--- config.mk ---
export PLATFORM = sky130hd
export DESIGN_NAME = sky_color_mixer
export DESIGN_NICKNAME = d
export VERILOG_FILES = /design/src/rtl/sky_pkg.sv /design/src/rtl/dither_quant2.sv /design/src/rtl/sky_color_mixer.sv
export SDC_FILE = /design/constraint.sdc
export NUM_CORES = 1
export LEC_CHECK = 0
export BUFFER_PORTS_ARGS = -buffer_cell sky130_fd_sc_hd__buf_4
export CORE_MARGIN = 4
export CORE_UTILIZATION = 50
export CTS_CLUSTER_SIZE = 10
export DETAILED_ROUTE_END_ITERATION = 7
export GPL_TIMING_DRIVEN = 0
export HOLD_SLACK_MARGIN = 0.05
export PLACE_DENSITY_LB_ADDON = 0.3
export SLEW_MARGIN = 10
export SYNTH_ARGS = -nofsm -noshare
export SYNTH_HDL_FRONTEND = slang
export SYNTH_SLANG_ARGS = --single-unit
--- constraint.sdc ---
create_clock -name clk -period 7.6 [get_ports clk]
set_input_delay 0.38 -clock clk [delete_from_list [all_inputs] [get_ports clk]]
set_output_delay 0.38 -clock clk [all_outputs]
set_load 0.02 [all_outputs]
--- src/rtl/sky_pkg.sv ---
// Shared definitions for the sky colour mixer: phase encoding, dither
// threshold table, output colour width and the level-weighted blend helper.
package sky_pkg;

    localparam int COLOR_W = 2;

    typedef enum logic [1:0] {
        PH_NIGHT = 2'd0,
        PH_DAWN  = 2'd1,
        PH_DAY   = 2'd2,
        PH_DUSK  = 2'd3
    } phase_t;

    // 4x4 ordered-dither thresholds, flat index is {y, x}
    localparam logic [0:15][3:0] BAYER = '{
        4'd0,  4'd8,  4'd2,  4'd10,
        4'd12, 4'd4,  4'd14, 4'd6,
        4'd3,  4'd11, 4'd1,  4'd9,
        4'd15, 4'd7,  4'd13, 4'd5
    };

    // n + floor((d - n) * w / 256); w spans 0..256 so w=256 lands exactly on d
    function automatic logic [7:0] blendChannel(
        input logic [7:0] n,
        input logic [7:0] d,
        input logic [8:0] w
    );
        logic signed [17:0] diff;
        logic signed [17:0] prod;
        diff = $signed({10'b0, d}) - $signed({10'b0, n});
        prod = diff * $signed({9'b0, w});
        return 8'($signed({10'b0, n}) + (prod >>> 8));
    endfunction

endpackage

--- src/rtl/dither_quant2.sv ---
// Combinational 8-bit to 2-bit quantiser with 4x4 ordered dithering.
module dither_quant2
    import sky_pkg::*;
(
    input  logic [7:0]         i_value,
    input  logic [1:0]         i_x,
    input  logic [1:0]         i_y,
    output logic [COLOR_W-1:0] o_q
);

    logic [5:0] w_pHi;
    logic [1:0] w_base;
    logic [3:0] w_frac;
    logic [3:0] w_thresh;
    logic       w_bump;

    // 3*v spreads 0..255 over 0..765; top two bits give the level, next four the fraction
    assign w_pHi    = 6'(({2'b00, i_value} + {1'b0, i_value, 1'b0}) >> 4);
    assign w_base   = w_pHi[5:4];
    assign w_frac   = w_pHi[3:0];
    assign w_thresh = BAYER[{i_y, i_x}];
    assign w_bump   = (w_frac > w_thresh);

    always_comb begin
        o_q = w_base + {1'b0, w_bump};
        if (i_value == 8'hFF) begin
            o_q = 2'd3;
        end
    end

endmodule

--- src/rtl/sky_color_mixer.sv ---
// Per-frame sky colour: latches the fade level/direction, blends night to day,
// tints dawn/dusk and emits registered, dithered 2-bit RGB.
module sky_color_mixer
    import sky_pkg::*;
#(
    parameter logic [7:0] NIGHT_R = 8'd0,
    parameter logic [7:0] NIGHT_G = 8'd0,
    parameter logic [7:0] NIGHT_B = 8'd128,
    parameter logic [7:0] DAY_R   = 8'd0,
    parameter logic [7:0] DAY_G   = 8'd170,
    parameter logic [7:0] DAY_B   = 8'd255,
    parameter logic [7:0] LO_TH   = 8'd64,
    parameter logic [7:0] HI_TH   = 8'd192,
    parameter logic [7:0] TINT_R  = 8'd64,
    parameter logic [7:0] TINT_B  = 8'd32
) (
    input  logic               clk,
    input  logic               rst,
    input  logic [7:0]         i_fade_level,
    input  logic               i_direction,
    input  logic               i_frame_start,
    input  logic               i_video_active,
    input  logic [1:0]         i_pix_x,
    input  logic [1:0]         i_pix_y,
    output logic [COLOR_W-1:0] o_r,
    output logic [COLOR_W-1:0] o_g,
    output logic [COLOR_W-1:0] o_b,
    output logic [1:0]         o_phase
);

    logic [7:0]         r_levelQ;
    logic               r_dirQ;
    logic               r_mixPending;
    logic [7:0]         r_mixR;
    logic [7:0]         r_mixG;
    logic [7:0]         r_mixB;
    phase_t             r_phase;
    logic [COLOR_W-1:0] r_r;
    logic [COLOR_W-1:0] r_g;
    logic [COLOR_W-1:0] r_b;

    logic [8:0]         w_weight;
    logic [7:0]         w_blendR;
    logic [7:0]         w_blendG;
    logic [7:0]         w_blendB;
    logic [8:0]         w_sumR;
    phase_t             w_nextPhase;
    logic               w_tinted;
    logic [7:0]         w_nextR;
    logic [7:0]         w_nextB;
    logic [COLOR_W-1:0] w_qR;
    logic [COLOR_W-1:0] w_qG;
    logic [COLOR_W-1:0] w_qB;

    // Level 255 must map to the full weight 256 so the day colour is reached exactly
    assign w_weight = {1'b0, r_levelQ} + {8'b0, r_levelQ[7]};
    assign w_blendR = blendChannel(NIGHT_R, DAY_R, w_weight);
    assign w_blendG = blendChannel(NIGHT_G, DAY_G, w_weight);
    assign w_blendB = blendChannel(NIGHT_B, DAY_B, w_weight);

    always_comb begin
        w_nextPhase = PH_NIGHT;
        if (r_levelQ >= HI_TH) begin
            w_nextPhase = PH_DAY;
        end else if (r_levelQ >= LO_TH) begin
            w_nextPhase = r_dirQ ? PH_DUSK : PH_DAWN;
        end
    end

    assign w_tinted = (w_nextPhase == PH_DAWN) || (w_nextPhase == PH_DUSK);
    assign w_sumR   = {1'b0, w_blendR} + {1'b0, TINT_R};

    always_comb begin
        w_nextR = w_blendR;
        w_nextB = w_blendB;
        if (w_tinted) begin
            w_nextR = w_sumR[8] ? 8'hFF : w_sumR[7:0];
            w_nextB = (w_blendB > TINT_B) ? (w_blendB - TINT_B) : 8'd0;
        end
    end

    // Latch on frame_start; the mix follows one edge later from the latched values
    always_ff @(posedge clk or posedge rst) begin
        if (rst) begin
            r_levelQ     <= 8'd0;
            r_dirQ       <= 1'b0;
            r_mixPending <= 1'b0;
            r_mixR       <= NIGHT_R;
            r_mixG       <= NIGHT_G;
            r_mixB       <= NIGHT_B;
            r_phase      <= PH_NIGHT;
        end else begin
            if (r_mixPending) begin
                r_mixR       <= w_nextR;
                r_mixG       <= w_blendG;
                r_mixB       <= w_nextB;
                r_phase      <= w_nextPhase;
                r_mixPending <= 1'b0;
            end
            if (i_frame_start) begin
                r_levelQ     <= i_fade_level;
                r_dirQ       <= i_direction;
                r_mixPending <= 1'b1;
            end
        end
    end

    dither_quant2 u_quantR (
        .i_value (r_mixR),
        .i_x     (i_pix_x),
        .i_y     (i_pix_y),
        .o_q     (w_qR)
    );

    dither_quant2 u_quantG (
        .i_value (r_mixG),
        .i_x     (i_pix_x),
        .i_y     (i_pix_y),
        .o_q     (w_qG)
    );

    dither_quant2 u_quantB (
        .i_value (r_mixB),
        .i_x     (i_pix_x),
        .i_y     (i_pix_y),
        .o_q     (w_qB)
    );

    // Blanking forces black; visible pixels take the dithered mix
    always_ff @(posedge clk or posedge rst) begin
        if (rst) begin
            r_r <= '0;
            r_g <= '0;
            r_b <= '0;
        end else if (i_video_active) begin
            r_r <= w_qR;
            r_g <= w_qG;
            r_b <= w_qB;
        end else begin
            r_r <= '0;
            r_g <= '0;
            r_b <= '0;
        end
    end

    assign o_r     = r_r;
    assign o_g     = r_g;
    assign o_b     = r_b;
    assign o_phase = r_phase;

endmodule

Word level (Yosys, flattened, before mapping). Memories as Yosys holds them, arrays and structs flattened. Index checks and enable logic that the tools add are counted.

Memories: 1. Flip-flop bits (word level): 42. Input port bits: 17. Bits in read-only memories: 64.

Memories: (no name shown) (depth 16, bits a word 4, rd ports 1, clocked after Yosys merged registers in 0, write ports 0, line dither_quant2.sv:21) `assign w_thresh = BAYER[{i_y, i_x}];`.

Muxes and demuxes: 15. Reductions and logical operators: 1. Bitwise logic cells: 1. Add/sub/neg operators: 9. Magnitude comparators: 7. Equality and inequality tests: 5. Multipliers: 2.

Operators with widths (count): $add 8x9->10 (3); $eq 8x8->1 const B (3); $mux 2 (9); $mul 7x9->16 const A (1); $mux 8 (2); $mul 7x9->15 const A (1); $gt 4x4->1 (3); $add 8x1->9 (1); $add 8x8->8 const A (1); $ge 8x7->1 const B (1); $ge 8x8->1 const B (1); $gt 8x6->1 const B (1); $mux 4 (2); $sub 8x6->8 const B (1); $mux 7 (1); $add 2x1->2 (3); $ge 5x5->1 const B (1); $not 4->5 (1); $eq 2x1->1 const B (1); $eq 2x2->1 const B (1); $logic_or 1x1->1 (1); $mux 1 (1).

Longest topological paths before layout. Gate-level depths: netlist of run 1.

Word-level depth: 8. Mapped depth: 21. Depth with buffers taken out: 21.

Cells and area by module. From an unflattened synthesis of run 1, not the netlist that was laid out.

Cell total of the unflattened synthesis: 555. Area total of the unflattened synthesis: 5295.1 sq um.

Modules (own cells, without submodules): sky_color_mixer (seq. area each 852.1 sq um, times used 1, cells an instance 390, area each 3906.2 sq um); dither_quant2 (seq. area each 0.0 sq um, times used 3, cells an instance 55, area each 462.9 sq um).

Worst setup path after synthesis of run 1. OpenSTA, ideal clock, no wires.

Kind: register -> register. From: reg r_levelQ[2]. To: reg r_mixB[0]. Stages on the path, launching flop included: 21. Data required time: 7.466 ns. Setup slack: 1.788 ns. Arrival: 5.678 ns. Setup time: 0.134 ns. Period minus slack after synthesis: 5.812 ns. Cells stage by stage: dfrtp_1 > and3_1 > and3_1 > clkbuf_1 > nand2_1 > xnor2_1 > inv_1 > fa_1 > fa_1 > fa_1 > inv_1 > ha_1 > ha_1 > nand2_1 > o32ai_2 > o21a_1 > o21a_1 > or3_1 > a2111o_1 > a211oi_2 > nor2_1.

Word-level cells in the longest chain between the ends: 6. Elaborated cells on any way between the ends: 14.

Ends and longest elaborated chain: start: declaration (line sky_color_mixer.sv:31) `logic [7:0] r_levelQ;`; start signal: assignment (line sky_color_mixer.sv:101) `r_levelQ <= i_fade_level;`; $add 8x1->9 / $ge 8x7->1 (equally long branches) (line sky_color_mixer.sv:56, sky_color_mixer.sv:65); $mul 7x9->16 / $mux 2 (equally long branches) (line sky_pkg.sv:31, sky_color_mixer.sv:65); $add 8x8->8 / $mux 2 (equally long branches) (line sky_pkg.sv:32, sky_color_mixer.sv:63); $sub 8x6->8 (tied with other cells) (line sky_color_mixer.sv:78) `w_nextB = (w_blendB > TINT_B) ? (w_blendB - TINT_B) : 8'd0;`; $mux 8 / $logic_or 1x1->1 (equally long branches) (line sky_color_mixer.sv:78, sky_color_mixer.sv:70); $mux 8 * (line sky_color_mixer.sv:76) `if (w_tinted) begin`; end signal: assignment (line sky_color_mixer.sv:96) `r_mixB <= w_nextB;`; end: declaration (line sky_color_mixer.sv:36) `logic [7:0] r_mixB;`.

Mark *: on every way between the ends. The rest lies on a longest branch, timed or not. A chain may end at the register's enable or synchronous reset.

Worst setup path in the final report of run 1.
From: reg r_levelQ[1]. To: reg r_mixB[0].

Same word-level chain as after synthesis.

==> flow_summary.json, run 1 <==
{
  "status": "finished clean",
  "grt_pass1_vias": 3545,
  "antenna_found_initial": 0,
  "synthCells": 498,
  "cts-root-buf": "clkbuf_8",
  "area_delta_synth_final_pct": 9.157,
  "ys_seq_elements": 33,
  "hold_buffers": 0,
  "end_kind": "flop",
  "insertion_delay_ps": 300,
  "coreArea_sq_um": 8848,
  "yosysSeqAreaShare": 0.1786,
  "cts.path.max_buffers": 2,
  "nets": 679,
  "timing.hold.ws_ps": 202.7,
  "post_cts_buffers": 0,
  "drc_errors": 0,
  "syn-num-nets": 649,
  "cp_data_required_time_ps": 7750,
  "num_rows": 34,
  "vias_per_cell": 5.333,
  "dp_hpwl_mm": 7.868,
  "clock_skew_ps": 12.12,
  "slew_violations": 0,
  "worstSetupStartpointType": "flop",
  "cts_htree_levels": 2,
  "critPathMaxFanout": 7,
  "reg2reg_to": "r_mixB[0]",
  "cts.clk_slew.worst_paths_ps": 70,
  "worst_slew_pin_slew_ps": 1039,
  "synth_ff_type": "dfrtp_1",
  "reg2reg_depth": 20,
  "async_flop_share": 1.000,
  "setup_violations": 0,
  "cp.arrival_ps": 6840,
  "critical_path_class": "reg2reg",
  "hp-class": "in2async",
  "die_h_um": 104.3,
  "post-route-period-util": 0.8800,
  "crit_start": "r_levelQ[1]",
  "gp_congestion": 0.8136,
  "initial_core_util": 0.5235,
  "antenna_left": 0,
  "vias": 3397,
  "synth.area.top_cells": "ha_1 (29%), dfrtp_1 (17%), fa_1 (12%)",
  "hold_violations": 0,
  "synth_edf_count": 0,
  "slew_headroom": 0.3022,
  "finalSetupTns_ps": 0,
  "drt-total-wl_mm": 9.044,
  "r2r_start": "r_levelQ[1]",
  "ioPinCount": 25,
  "yosys.area.top_type_share": 0.2890,
  "rsz0062_at_grt": "no",
  "cts_resized": 0,
  "synth.distinct_cells": 47,
  "antennaDiodeCount": 0,
  "io_buffers": 23,
  "fp.dieW_um": 104.3,
  "grt_start_max_net_pins": 34,
  "ys_warn_count": 0,
  "cts_made_buffers": 5,
  "cts_tree": "yes",
  "gr-total-overflow": 0,
  "postSynthAreaPerCell_sq_um": 9.301,
  "drv_cap": 0,
  "firstDrtPassIters": 4,
  "wl_per_cell_um": 14.20,
  "endpoint": "r_mixB[0]",
  "yosys.area.top_type": "ha_1",
  "period_needed_ps": 6688,
  "final_layout_size_suffix_gt1_frac": 0.09641,
  "track_usage": 0.1821,
  "timing.reg2reg.setup_slack_ps": 910,
  "grt_pass1_wl_mm": 16.53,
  "fmax_mhz": 149.5,
  "die_area_sq_um": 10870,
  "synth_area_sq_um": 4632,
  "drtIter0Drc": 145,
  "clock-sinks": 33
}
[cells in the mapped netlist (10+ instances only)]
master,n
nor2_1,32
nand2_1,18
ha_1,107
dfrtp_1,32
o21ai_0,10
xnor2_1,27
nand3_1,10
xor2_1,17
a21oi_1,27
a21o_1,10
nor3_1,10
fa_1,27
inv_1,85
[registers in the layout, summed over array words and instances (netlist names)]
register	count
r_dirQ	1
o_g	2
o_phase	2
r_mixG	8
r_mixPending	1
o_r	1
r_mixB	8
o_b	2
r_levelQ	8
[layout by cell type (no fill, tap or decap), types with 17 or more instances in the layout]
cell     count
a21oi_1     27
buf_4       24
inv_1       84
xor2_1      17
ha_1       107
nor2_1      32
xnor2_1     27
nand2_1     18
fa_1        27
dfrtp_1     32
[final cells by class]
type / count / area, sq um
Clock inverter: 1 / 30.03
Inverter: 85 / 319.1
Tap cell: 108 / 135.1
Clock buffer: 7 / 86.33
Timing Repair Buffer: 23 / 172.7
Multi-Input combinational cell: 373 / 3456
Sequential cell: 33 / 827.0
Fill cell: 783 / 3792
Buffer: 7 / 30.03
[routing by layer]
metal / global-route usage / part of all wire
met1: 0.2410 / 0.50
met2: 0.3171 / 0.47
met4: 0.04843 / 0.014
met3: 0.01862 / 0.021
met5: 0 / 0
[metrics by stage]
stage / instances / instance area (sq um) / worst slack (ps) / utilization
after floorplan: 498 / 4632 / 1788 / -
after global placement: 629 / 4940 / 1055 / 0.5583
after detailed placement: 629 / 4940 / 940.2 / 0.5583
after CTS: 637 / 5056 / 887.7 / 0.5714
after global routing: 637 / 5056 / 445.8 / 0.5714
final: 637 / 5056 / 911.8 / 0.5714
[logic make-up after synthesis]
kind of cell	count (synthesis)	share of synthesized area
adders and majority gates	134	0.4057
and+or+nand+nor	94	0.09698
buffers and inverters	92	0.07537
AOI/OAI and AO/OA	87	0.1286
xor gates and xnor gates	44	0.08320
DFF	33	0.1786
muxes	13	0.03079
other	1	0.0008096
[worst min-delay path by stage]
stage	to
final	o_g[0]
after global routing	r_mixPending
after CTS	r_mixPending
after detailed placement	r_dirQ
after global placement	r_dirQ
after floorplan	r_mixPending
[worst max-delay path: stages, from the launching register on]
cell and delay, ps:
dfrtp_1 460, and3_1 230, and3_1 180, clkbuf_1 220, nand2_1 100, xnor2_1 760
inv_1 340, fa_1 590, fa_1 520, fa_1 510, inv_1 40, ha_1 280
ha_1 340, nand2_1 130, o32ai_2 130, o21a_1 220, o21a_1 190, or3_1 320
a2111o_1 450, a211oi_2 430, nor2_1 110
Power of run 1 is not shown: default switching activity piles up to over one toggle a cycle in this logic, so the estimate is an artifact.
==> run 2: changes to the inputs <==
PLACE_DENSITY_LB_ADDON = 0.05   (was 0.3)
==> flow_summary.json, run 2 (same netlist as run 1, synthesis figures left out) <==
{
  "hold_buffers": 0,
  "antenna_found_initial": 0,
  "final_layout_size_suffix_gt1_frac": 0.1002,
  "num_rows": 34,
  "slew_headroom": 0.2792,
  "initial_core_util": 0.5235,
  "die_h_um": 104.3,
  "rsz0062_at_grt": "no",
  "critPathMaxFanout": 7,
  "drv_cap": 0,
  "r2r_start": "r_levelQ[2]",
  "fmax_mhz": 152.3,
  "clock_skew_ps": 4.015,
  "area_delta_synth_final_pct": 8.995,
  "cts.clk_slew.worst_paths_ps": 70,
  "clock-sinks": 33,
  "insertion_delay_ps": 280,
  "cts_tree": "yes",
  "final_cell_mix": "ha_1 (107), inv_1 (84), nor2_1 (32), dfrtp_1 (32)",
  "crit_family": "adder cells",
  "finalSetupTns_ps": 0,
  "timing.hold.ws_ps": 212.0,
  "gr-total-overflow": 0,
  "reg_top3": "r_levelQ x8, r_mixB x8, r_mixG x8",
  "grt_pass1_wl_mm": 16.44,
  "slew_violations": 0,
  "fin_cells": 637,
  "timing.reg2reg.setup_slack_ps": 1040,
  "cts.path.max_buffers": 2,
  "place_ws_ps": 982.5,
  "drt-total-wl_mm": 9.174,
  "reg2reg_to": "r_mixB[3]",
  "placed_cells": 629,
  "die_area_sq_um": 10870,
  "dp_hpwl_mm": 7.914,
  "critPathSlowestCell": "xnor2_1",
  "crit_start": "r_levelQ[2]",
  "antenna_left": 0,
  "path_cells": "and3_1 > and3_1 > clkbuf_1 > nand2_1 > xnor2_1 > inv_1 > fa_1 > fa_1 > fa_1 > inv_1 > ha_1 > ha_1 > nand2_1 > o32ai_2 > o21a_1 > o21a_1 > or3_1 > a2111o_1 > a211oi_2 > nor2_1",
  "worst_slew_pin_slew_ps": 1073,
  "period_needed_ps": 6565,
  "nets": 679,
  "crit_buf_inv": 3,
  "ioPinCount": 25,
  "final_common_cell": "ha_1",
  "cpMostUsedCell": "fa_1",
  "cp.arrival_ps": 6720,
  "track_usage": 0.1825,
  "post_cts_buffers": 0,
  "setup_violations": 0,
  "io_buffers": 23,
  "fillCellCount": 818,
  "cts_htree_levels": 2,
  "hp-class": "in2async",
  "cp_data_required_time_ps": 7750,
  "worstSetupStartpointType": "flop",
  "vias": 3384,
  "hold_violations": 0,
  "gp_congestion": 0.8017,
  "drc_errors": 0,
  "grt_start_max_net_pins": 34,
  "antennaDiodeCount": 0,
  "status": "finished clean",
  "fp.dieW_um": 104.3,
  "vias_per_cell": 5.312,
  "cpPeakStageDelay_ps": 670,
  "end_kind": "flop",
  "cts-root-buf": "clkbuf_8",
  "wl_per_cell_um": 14.40,
  "cts_resized": 0,
  "critical_path_class": "reg2reg",
  "post-route-period-util": 0.8638,
  "reg2reg_depth": 20,
  "firstDrtPassIters": 4,
  "coreArea_sq_um": 8848,
  "grt_pass1_vias": 3482,
  "drtIter0Drc": 89,
  "cts_made_buffers": 5,
  "finalWorstSetupSlack_ps": 1035
}
run 2: cell types whose count changed in the layout (fill, tap and decap cells not counted), sizes merged:
cell,before,now
bufinv,1,0
clkinv,0,1
run 2: through the flow:
| stage | utilization | instance area (sq um) |
|---|---|---|
| final | 0.5706 | 5049 |
| after global routing | 0.5706 | 5049 |
| after CTS | 0.5697 | 5041 |
| after detailed placement | 0.5583 | 4940 |
| after global placement | 0.5583 | 4940 |
| after floorplan | - | 4632 |
run 2: how the worst max path moves through the flow:
| stage | end | slack (ps) | depth (start not counted) |
|---|---|---|---|
| finish | r_mixB[3] | 1040 | 20 |
| global route | r_mixB[1] | 470 | 20 |
| CTS | r_mixB[3] | 940 | 20 |
| detailed placement | r_mixB[3] | 980 | 20 |
| global placement | r_mixB[3] | 1000 | 20 |
| floorplan | r_mixB[0] | 1790 | 20 |
run 2: worst register-to-register path: stages (launching register included):
cell,delay (ps)
dfrtp_1,480
and3_1,240
and3_1,160
clkbuf_1,210
nand2_1,100
xnor2_1,670
inv_1,320
fa_1,580
fa_1,520
fa_1,510
inv_1,40
ha_1,280
ha_1,340
nand2_1,130
o32ai_2,120
o21a_1,220
o21a_1,190
or3_1,330
a2111o_1,440
a211oi_2,450
nor2_1,100
run 2: final cells by class:
class,count,area [sq um],area share
Timing Repair Buffer,23,172.7,0.03420
Multi-Input combinational cell,373,3463,0.6860
Clock buffer,7,96.34,0.01908
Inverter,85,319.1,0.06320
Buffer,7,30.03,0.005948
Clock inverter,1,5.005,0.0009913
Sequential cell,33,827.0,0.1638
Tap cell,108,135.1,0.02677
run 2: layer usage:
metal	vias to the layer above	global-route usage	wire length, um
li1	1746	-	-
met4	0	0.03989	86
met2	33	0.3143	4395
met3	6	0.01924	187
met5	-	0	0
met1	1599	0.2478	4505
Power of run 2 is left out for the same reason.
